<file path="config.mk">
export PLATFORM = sky130hd
export DESIGN_NAME = stream_delay_buffer
export DESIGN_NICKNAME = d
export VERILOG_FILES = /design/src/rtl/stream_delay_buffer.sv
export SDC_FILE = /design/constraint.sdc
export NUM_CORES = 1
export LEC_CHECK = 0
export CAP_MARGIN = 20
export CORE_MARGIN = 4
export CORE_UTILIZATION = 65
export CTS_BUF_LIST = sky130_fd_sc_hd__clkbuf_2
export CTS_CLUSTER_DIAMETER = 50
export DETAILED_ROUTE_END_ITERATION = 8
export MAX_ROUTING_LAYER = met4
export PLACE_DENSITY = 0.95
export SLEW_MARGIN = 10
export SYNTH_ARGS = -nofsm -noshare
export SYNTH_HDL_FRONTEND = slang
export SYNTH_SLANG_ARGS = --single-unit
</file>
<file path="constraint.sdc">
create_clock -name clk -period 3.8 [get_ports clk]
set_input_delay 0.76 -clock clk [delete_from_list [all_inputs] [get_ports clk]]
set_output_delay 0.76 -clock clk [all_outputs]
set_load 0.05 [all_outputs]
</file>
<file path="src/rtl/stream_delay_buffer.sv">
// Programmable stream delay line (latency amount+1) with run/done control and a host port.
// Optional build macro STREAM_DELAY_BUFFER_BYPASS_EN: amount==0 passes in0 straight to out0.
module stream_delay_buffer #(
    parameter int unsigned DATA_W  = 8,
    parameter int unsigned DELAY_W = 2,
    parameter int unsigned BUF_W   = 4
) (
    input  logic                  clk,
    input  logic                  rst,
    input  logic                  run,
    input  logic                  running,
    output logic                  done,
    input  logic [DATA_W-1:0]     in0,
    output logic [DATA_W-1:0]     out0,
    input  logic                  disabled,
    input  logic [BUF_W-1:0]      amount,
    input  logic [DELAY_W-1:0]    delay0,
    output logic [BUF_W-1:0]      fill,
    input  logic                  valid,
    input  logic [1:0]            addr,
    input  logic [DATA_W/8-1:0]   wstrb,
    input  logic [DATA_W-1:0]     wdata,
    output logic                  rvalid,
    output logic [DATA_W-1:0]     rdata
);

    localparam int unsigned Depth = 2 ** BUF_W;
    localparam logic [BUF_W-1:0] FillMax = '1;
`ifdef STREAM_DELAY_BUFFER_BYPASS_EN
    localparam logic BypassEn = 1'b1;
`else
    localparam logic BypassEn = 1'b0;
`endif

    typedef enum logic [1:0] {StIdle = 2'd0, StWait = 2'd1, StActive = 2'd2} state_e;

    state_e             state_q, state_d;
    logic [DELAY_W-1:0] dcnt_q, dcnt_d;
    logic [BUF_W-1:0]   wptr_q, wptr_d;
    logic [BUF_W-1:0]   fill_q, fill_d;
    logic [DATA_W-1:0]  out0_q, out0_d;
    logic               armed_q, armed_d;
    logic               rvalid_q;
    logic [DATA_W-1:0]  rdata_q, rdata_d;
    logic [DATA_W-1:0]  mem [Depth];
    logic               mem_we;
    logic [DATA_W-1:0]  mem_wdata;

    logic               fill_ok, capture, host_wr, host_rd;
    logic [BUF_W-1:0]   rd_idx;
    logic [DATA_W-1:0]  delayed, out0_reg;

    assign fill_ok = fill_q >= amount;
    assign rd_idx  = wptr_q - amount;
    assign delayed = fill_ok ? ((amount == '0) ? in0 : mem[rd_idx]) : '0;
    // A WAIT cycle with an expired start delay captures just like ACTIVE.
    assign capture = !disabled && !run && running &&
                     (state_q == StActive || (state_q == StWait && dcnt_q == '0));
    assign host_wr = !disabled && !run && valid && (|wstrb) && state_q == StIdle && addr == 2'd0;
    assign host_rd = valid && (wstrb == '0);

    assign done     = disabled || state_q == StIdle ||
                      (state_q == StActive && (armed_q || fill_ok));
    assign out0_reg = disabled ? '0 : out0_q;
`ifdef STREAM_DELAY_BUFFER_BYPASS_EN
    assign out0 = (!disabled && state_q == StActive && running && amount == '0) ? in0 : out0_reg;
`else
    assign out0 = out0_reg;
`endif
    assign fill   = fill_q;
    assign rvalid = rvalid_q;
    assign rdata  = rdata_q;

    always_comb begin
        state_d   = state_q;
        dcnt_d    = dcnt_q;
        wptr_d    = wptr_q;
        fill_d    = fill_q;
        out0_d    = out0_q;
        armed_d   = armed_q;
        mem_we    = 1'b0;
        mem_wdata = in0;
        if (disabled) begin
            state_d = StIdle;
            out0_d  = '0;
            armed_d = 1'b0;
        end else if (run) begin
            state_d = StWait;
            dcnt_d  = delay0;
            wptr_d  = '0;
            fill_d  = '0;
            out0_d  = '0;
            armed_d = 1'b0;
        end else begin
            if (state_q == StWait && running && dcnt_q != '0) begin
                dcnt_d = dcnt_q - 1'b1;
                if (dcnt_q == DELAY_W'(1)) state_d = StActive;
            end
            if (state_q == StActive && fill_ok) armed_d = 1'b1;
            if (capture) begin
                state_d = StActive;
                mem_we  = 1'b1;
                wptr_d  = wptr_q + 1'b1;
                fill_d  = (fill_q == FillMax) ? fill_q : fill_q + 1'b1;
                out0_d  = delayed;
            end
            if (host_wr) begin
                mem_we    = 1'b1;
                mem_wdata = wdata;
                wptr_d    = wptr_q + 1'b1;
                fill_d    = (fill_q == FillMax) ? fill_q : fill_q + 1'b1;
            end
        end
    end

    // Reads sample pre-update state.
    always_comb begin
        rdata_d = rdata_q;
        if (host_rd) begin
            rdata_d = '0;
            unique case (addr)
                2'd0: rdata_d = out0_reg;
                2'd1: rdata_d[BUF_W-1:0] = fill_q;
                2'd2: rdata_d[BUF_W-1:0] = wptr_q;
                2'd3: rdata_d[3:0] = {BypassEn, state_q, done};
                default: rdata_d = '0;
            endcase
        end
    end

    always_ff @(posedge clk or posedge rst) begin
        if (rst) begin
            state_q  <= StIdle;
            dcnt_q   <= '0;
            wptr_q   <= '0;
            fill_q   <= '0;
            out0_q   <= '0;
            armed_q  <= 1'b0;
            rvalid_q <= 1'b0;
            rdata_q  <= '0;
        end else begin
            state_q  <= state_d;
            dcnt_q   <= dcnt_d;
            wptr_q   <= wptr_d;
            fill_q   <= fill_d;
            out0_q   <= out0_d;
            armed_q  <= armed_d;
            rvalid_q <= host_rd;
            rdata_q  <= rdata_d;
        end
    end

    always_ff @(posedge clk) begin
        if (mem_we) mem[wptr_q] <= mem_wdata;
    end

endmodule

</file>
; Word-level counts from Yosys, hierarchy flattened
; Memory sizes are Yosys's and may differ from the RTL's.
; Cells that the tools add are included.
; Widths: inputs -> output; s select.
[classes]
addsub = 4
n_mul = 0
div = 0
n_lt_le_gt_ge = 1
eq_ne = 7
shift = 0
muxes = 34
n_bitwise = 2
n_reduce_logical = 33
[op_table]
columns = op, n
row1 = $mux 8, 9
row2 = $mux 4, 8
row3 = $pmux 4 s4, 1
row4 = $mux 2, 7
row5 = $logic_and 1x1->1, 13
row6 = $mux 1, 9
row7 = $reduce_bool 3->1, 3
row8 = $add 4x1->4 const B, 2
row9 = $reduce_bool 4->1, 2
row10 = $eq 2x1->1 const B, 3
row11 = $eq 2x2->1 const B, 3
row12 = $logic_not 2->1, 3
row13 = $reduce_and 2->1, 3
row14 = $eq 4x4->1 const B, 1
row15 = $ge 4x4->1, 1
row16 = $logic_not 4->1, 1
row17 = $logic_or 1x1->1, 4
row18 = $reduce_bool 2->1, 2
row19 = $sub 4x4->4, 1
row20 = $logic_not 1->1, 2
row21 = $not 1->1, 2
row22 = $sub 2x1->2 const B, 1
[word_totals]
register_bits = 30
latchBits = 0
ramBits = 128
romBits = 0
inputBits = 31
out_inout_bits = 22
mem_count = 1
[mem_list]
columns = name, depth, word_bits, rd, rd_clocked_by_memory_dff, write_ports, line_no
row1 = mem, 16, 8, 1, 0, 1, 45  ; logic [DATA_W-1:0] mem [Depth];

; Logic depth before layout (Yosys ltp)
; Gate-level depths: netlist of the first run.
[logic_depth]
depth_word = 11
mapped_depth = 9

; Worst setup path after synthesis of the first run
; Ideal clock, no wire load.
[synth_path]
kind = register to output
from = register fill_q[0] (netlist: fill[0])
to = output done
arrival_ns = 1.988
slack_ns = 1.052
path_stages_with_launch = 8
path_buffers = 0
cell_sequence = dfrtp_1 -> inv_1 -> ha_1 -> nand2b_1 -> a211oi_1 -> o21ai_0 -> a21oi_1 -> inv_1
[synth_between]
elab_chain_len = 4
[synth_lines]
columns = item, line_no
row1 = from (decl), 40  ; logic [BUF_W-1:0] fill_q, fill_d;
row2 = from (signal assigned), 145  ; fill_q <= fill_d;
row3 = $ge 4x4->1, 53  ; assign fill_ok = fill_q >= amount;
row4 = $logic_or 1x1->1, 63  ; (state_q == StActive && (armed_q || fill_ok));
row5 = $logic_and 1x1->1, 63
row6 = $logic_or 1x1->1, 62  ; assign done = disabled || state_q == StIdle ||
row7 = to (decl), 12  ; output logic done,
; No other way between the ends.

; Worst setup path in the final report of the first run
; Ends and elaborated chain as after synthesis.

==> results of run 1 <==
## power groups by stage
stage | logic (mW) | clock network [mW] | registers (mW)
after global routing | 0.576 | 1.12 | 1.92
after floorplan | 0.320 | 0 | 1.98
final | 0.545 | 1.05 | 1.92
after CTS | 0.534 | 1.04 | 1.92
after detailed placement | 0.519 | 0 | 1.95
after global placement | 0.485 | 0 | 1.95
## worst min path at each step
| stage | start | endpoint |
|---|---|---|
| global route | rst | dcnt_q[0] |
| floorplan | out0_q[0] | out0_q[0] |
| global placement | out0_q[1] | out0_q[1] |
| detailed placement | rdata[2] | rdata[2] |
| finish | rst | dcnt_q[1] |
| CTS | rst | dcnt_q[1] |
## metrics by stage
stage / cell area [um2] / instances / worst slack [ns] / hold slack (ns) / power [mW]
3_3_place_gp: 7710 / 616 / 0.454 / 0.452 / 2.43
4_1_cts: 8010 / 648 / 0.288 / 0.369 / 3.49
3_5_place_dp: 7740 / 617 / 0.262 / 0.481 / 2.47
2_1_floorplan: 7070 / 445 / 1.05 / 0.435 / 2.30
5_1_grt: 8010 / 648 / 0.0870 / 0.363 / 3.62
6_report: 8010 / 648 / 0.256 / 0.365 / 3.51
## critical path: cells and delay by family (launching register included)
kind	cells	cell delay [ns]
AO/OA/AOI/OAI	3	0.74
adder cells (fa/ha/maj)	1	0.31
buffers and inverters	3	0.40
flip-flops	1	0.47
AND/OR/NAND/NOR	1	0.15
## cell usage after synthesis, types with 2 or more instances
library cell / instances / area share, %
a21oi_1: 11 / 0.78
a221o_1: 2 / 0.28
buf_2: 10 / 0.71
a22o_1: 4 / 0.50
buf_6: 3 / 0.48
or2_2: 2 / 0.18
o21ai_0: 14 / 0.99
nand2b_1: 3 / 0.27
edfxtp_1: 128 / 54
mux2i_1: 3 / 0.42
nor3b_1: 2 / 0.21
nor2b_1: 26 / 2.3
mux2i_2: 4 / 0.78
inv_1: 18 / 0.96
nand3b_1: 4 / 0.42
mux4_2: 32 / 10
ha_1: 14 / 2.5
and3_1: 16 / 1.4
o41ai_1: 8 / 0.99
o21bai_1: 2 / 0.21
nor2_1: 13 / 0.69
mux2_2: 9 / 1.4
nor3_1: 5 / 0.35
nand3_1: 4 / 0.28
dfrtp_1: 30 / 11
clkbuf_1: 7 / 0.37
a221oi_1: 15 / 1.9
a211oi_1: 3 / 0.32
mux4_1: 2 / 0.74
and2_1: 3 / 0.27
nand2_1: 27 / 1.4
## registers in the layout, indices dropped and copies added, names as in the netlist
register and cells:
wptr_q 4, rvalid 1, dcnt_q 2, out0_q 8
fill 4, state_q 2, rdata 8, mem 128
armed_q 1
## cell type report
class | count | area [um2]
fill | 510 | 2450
clock inverter | 13 | 185
sequential | 158 | 4590
timing repair buffer | 59 | 616
clock buffer | 18 | 90.1
multi-input combinational | 246 | 2290
inverter | 18 | 67.6
tap | 136 | 170
## kinds of logic after synthesis
logic type,count (synthesis),synth area share [%]
compound gates,66,6.74
xor+xnor,2,0.248
fa+ha+maj,15,2.76
buf+inv,41,2.74
flops,158,65.0
mux,50,13.6
simple gates,113,8.94
## metal layers
metal,up-vias,global-route usage [%],part of all wire (%)
met5,-,-,0
met4,0,17.0,7.0
met3,123,7.49,12
met2,490,49.7,47
met1,2300,39.1,34
li1,1851,-,-
==> metrics.md, run 1 <==
| Metric | Value |
|---|---|
| Status | `completed` |
| Cell Rows | `37` |
| Inserted Diodes | `0` |
| Total Routing Usage GR | `about a third` |
| Drt wl/cell | `roughly 29 um` |
| CTS tree | `done` |
| Share of layout cells above drive strength 1 | `around 18%` |
| Die area | `12600 um2` |
| Max Cap Violations | `0` |
| Post_cts resized | `0` |
| HP Class | `primary input to asynchronous set/reset pin` |
| CTS Hold Buffers Added | `0` |
| Vias per inst | `approximately 7.4` |
| Most used DFF post-synth | `edfxtp_1` |
| Antenna violations before repair | `0` |
| Logic pwr share | `between 10% and 20%` |
| Vias in the first global route | `4862` |
| PD cells | `~440 nW/um2` |
| Syn_area_per_cell | `15.9 um2` |
| Total number of yosys warnings | `0` |
| Clock root buffer | `clkbuf_2` |
| Area of the core | `10500 um2` |
| RSZ-0062 raised after global routing | `false` |
| Vias | `~4800` |
| Grt ovf | `0` |
| Post-Synthesis Cells | `about 450` |
| H-tree Lvls | `4` |
| Final clock skew | `0.0538 ns` |
| Worst reg2reg startpoint | `wptr_q[0]` |
| Kind of critical path | `flip-flop to primary output` |
| Slew margin rel. | `around 42%` |
| CTS Buffer Depth | `2` |
| Clock Latency Late Sink | `roughly 0.75 ns` |
| CP max-delay cell | `dfrtp_1` |
| Reg2reg path depth | `9` |
| Clock share of power | `roughly 30%` |
| Most frequent cells in the layout | `edfxtp_1 (128), clkdlybuf4s50_1 (51), mux4_2 (32), dfrtp_1 (30), nand2_1 (27)` |
| RR Endpoint | `out0_q[7]` |
| R2R Setup Slk | `approximately 0.91 ns` |
| Setup TNS | `0 ns` |
| Asr flop ratio synth | `19.0%` |
| Critical path startpoint | `fill[0]` |
| Post-DRT Antenna Nets | `0` |
| Commonest non-fill, non-tap cell in the layout | `edfxtp_1` |
| Sink Count | `158` |
| Die height | `112 um` |
| HPWL Detailed | `12000 um` |
| Critical Path, Cell by Cell | `inv_1 -> ha_1 -> nand2b_1 -> a211oi_1 -> o21ai_0 -> a21oi_1 -> inv_1 -> buf_4` |
| # Post-CTS Setup Buffers | `0` |
| RD Place Congestion | `around 0.85` |
| FMAX | `between 0.2 and 0.3 GHz` |
| Worst Max-Slew Pin Slew | `around 0.86 ns` |
| Switch share | `between 20% and 30%` |
| Largest net degree at the start of global routing | `33` |
| Routed WL | `roughly 19000 um` |
| Crit-path most repeated cell | `inv_1` |
| Count of final setup violators | `0` |
| Int Power | `about 2.6 mW` |
| Critical path data required time | `about 3 ns` |
| NetSw | `roughly 0.94 mW` |
| Maximum vdd drop | `roughly 0.25 mV` |
| Post-synthesis sequential area ratio | `between 60% and 70%` |
| Setup crit end kind | `primary output` |
| Synthesized flop and latch total | `roughly 160` |
| Crit path launch type | `flip-flop` |
| Core occupancy in the finished layout | `76.6%` |
| Arr. time, crit path | `around 2.8 ns` |
| Synthesized net count | `between 400 and 500` |
| Post-Syn Area | `slightly above 7000 um2` |
| DR iter-0 viols | `between 800 and 900` |
| Post-synth EDFFs | `between 100 and 150` |
| Hold Fails Final Rpt | `0` |
| IO buf count | `52` |
| Drt drc | `0` |
| # IOs | `53` |
| Period Utilization, post-route | `between 90% and 100%` |
| Leak | `2.87 nW` |
| Setup crit end | `done` |
| Die width | `between 100 and 150 um` |
| Drt pass-1 iters | `5` |
| First-pass GRT wire length | `about 29000 um` |
| Seq pwr share | `between 50% and 60%` |
| Synth-to-Final Area Change | `13.4%` |
| Final Max Slew Viols | `0` |
| CTS clock-pin slew for the worst setup and hold paths | `roughly 0.25 ns` |
| Crit Path Max Fanout | `5` |
| Initial Util | `just under 70%` |
| Netlist cell types | `52` |
| Cts bufs inserted | `17` |
| Fin nets | `about 550` |
| Largest stage delay on the critical path | `~0.47 ns` |
| Fin crit period | `3.54 ns` |
No activity file was read; power rests on OpenSTA's default activity.
==> run 2: changes to the inputs <==
--- a/config.mk
+++ b/config.mk
@@ -11,7 +11,6 @@
 export CTS_BUF_LIST = sky130_fd_sc_hd__clkbuf_2
 export CTS_CLUSTER_DIAMETER = 50
 export DETAILED_ROUTE_END_ITERATION = 8
-export MAX_ROUTING_LAYER = met4
 export PLACE_DENSITY = 0.95
 export SLEW_MARGIN = 10
 export SYNTH_ARGS = -nofsm -noshare
==> run 2 against run 1 <==
Compared with the run above:
- critical path depth unchanged
- cell count unchanged
- non-clock buffer count unchanged
- register-to-register slack improved by 0.02 ns
- wire length decreased by 0.23%
- die area unchanged
- clock skew decreased by 0.0015 ns
- sequential share of layout area unchanged
- combinational power about the same
- utilization unchanged
- highest routed layer unchanged
==> metrics.md, run 2 (synthesized netlist as in run 1, its figures left out) <==
| Metric | Value |
|---|---|
| Critical path data required time | `a little over 3 ns` |
| DR iter-0 viols | `about 800` |
| Post-DRT Antenna Nets | `0` |
| Worst reg2reg startpoint | `wptr_q[0]` |
| Die area | `between 10000 and 15000 um2` |
| CTS clock-pin slew for the worst setup and hold paths | `about 0.26 ns` |
| Worst Max-Slew Pin Slew | `0.882 ns` |
| Sink Count | `approximately 160` |
| First-pass GRT wire length | `between 20000 and 30000 um` |
| Arr. time, crit path | `roughly 2.8 ns` |
| Core occupancy in the finished layout | `76.6%` |
| Final clock skew | `roughly 0.052 ns` |
| FMAX | `between 0.2 and 0.3 GHz` |
| Clock Latency Late Sink | `around 0.74 ns` |
| Synth-to-Final Area Change | `13.4%` |
| R2R Setup Slk | `0.93 ns` |
| Setup crit end kind | `primary output` |
| Max Cap Violations | `0` |
| Fin crit period | `around 3.6 ns` |
| Kind of critical path | `flip-flop to primary output` |
| Period Utilization, post-route | `about 94%` |
| Status | `completed` |
| Crit Path Max Fanout | `5` |
| Share of layout cells above drive strength 1 | `approximately 18%` |
| Commonest non-fill, non-tap cell in the layout | `edfxtp_1` |
| Final std cell area, no fill | `about 8000 um2` |
| Routed WL | `around 19000 um` |
| Area of the core | `roughly 10000 um2` |
| Count of final setup violators | `0` |
| Die width | `112 um` |
| Inserted Diodes | `0` |
| Total power | `between 3 and 4 mW` |
| Leak | `approximately 2.9 nW` |
| Reg2reg path depth | `9` |
| Largest net degree at the start of global routing | `33` |
| # IOs | `53` |
| # Post-CTS Setup Buffers | `0` |
| Cts bufs inserted | `17` |
| Antenna violations before repair | `0` |
| Vias in the first global route | `~5000` |
| Fin nets | `~550` |
| Crit path launch type | `flip-flop` |
| CTS Hold Buffers Added | `0` |
| IO buf count | `52` |
| Maximum vdd drop | `0.248 mV` |
| PD cells | `about 440 nW/um2` |
| Top reg by flops | `mem` |
| Drt wl/cell | `~29 um` |
| Total Routing Usage GR | `30.7%` |
| Vias per inst | `7.38` |
| Vias | `about 4800` |
| Die height | `112 um` |
| Hold Fails Final Rpt | `0` |
| Drt drc | `0` |
| Most frequent cells in the layout | `edfxtp_1 (128), clkdlybuf4s50_1 (51), mux4_2 (32), dfrtp_1 (30), nand2_1 (27)` |
| Clock root buffer | `clkbuf_2` |
| Post_cts resized | `0` |
| RD Place Congestion | `0.835` |
| RR Endpoint | `out0_q[7]` |
| Slew margin rel. | `about two fifths` |
| RSZ-0062 raised after global routing | `false` |
| Dpl cell area | `~7700 um2` |
| CTS Buffer Depth | `2` |
| Grt ovf | `0` |
| H-tree Lvls | `4` |
| Setup TNS | `0 ns` |
| CTS tree | `done` |
| Drt pass-1 iters | `5` |
| Final Max Slew Viols | `0` |
| Largest register FFs | `around 130` |
| Cell Rows | `37` |
| Initial Util | `67.6%` |
| HPWL Detailed | `12000 um` |
| HP Class | `primary input to asynchronous set/reset pin` |
run 2: cell counts in the layout (fill, tap and decap cells not counted):
Identical to the previous run, type by type.
run 2: critical path, cell delays in order (launching register included):
cell      delay [ns]
dfrtp_1         0.48
inv_1           0.14
ha_1            0.31
nand2b_1        0.15
a211oi_1        0.33
o21ai_0         0.19
a21oi_1         0.23
inv_1           0.08
buf_4           0.19
run 2: worst max-delay path by stage:
stage | from | end | slack [ns] | cells after the start
6_report | fill[0] | done | 0.24 | 8
5_1_grt | fill[0] | done | 0.12 | 8
4_1_cts | fill[0] | done | 0.29 | 8
3_5_place_dp | disabled | mem[2][2] | 0.26 | 6
3_3_place_gp | amount[0] | out0_q[4] | 0.45 | 9
2_1_floorplan | fill[0] | done | 1.05 | 7
run 2: area by class of cell:
cell class,count,area [um2]
clock buffers,18,90.1
clock inverters,13,185
fillers,510,2450
inverters,18,67.6
multi-input cells,246,2290
flip-flops and latches,158,4590
well taps,136,170
repair buffers,59,616
run 2: metal layers:
metal / share of wire (%) / track usage [%] / vias up
met5: 0 / 0 / -
met3: 12 / 6.74 / 131
met4: 7.1 / 17.8 / 0
met2: 48 / 49.3 / 508
li1: - / - / 1852
met1: 33 / 39.0 / 2291
run 2: through the flow:
stage               worst slack [ns]  std cells  hold slack (ns)
finish                         0.241        648            0.351
global route                   0.124        648            0.378
CTS                            0.288        648            0.369
detailed placement             0.262        617            0.481
global placement               0.454        616            0.452
floorplan                       1.05        445            0.435
run 2: power breakdown:
group / switching (mW) / total (mW) / internal, mW
registers: 0.0253 / 1.92 / 1.89
logic: 0.310 / 0.545 / 0.235
clock network: 0.611 / 1.05 / 0.438
total: 0.947 / 3.51 / 2.57
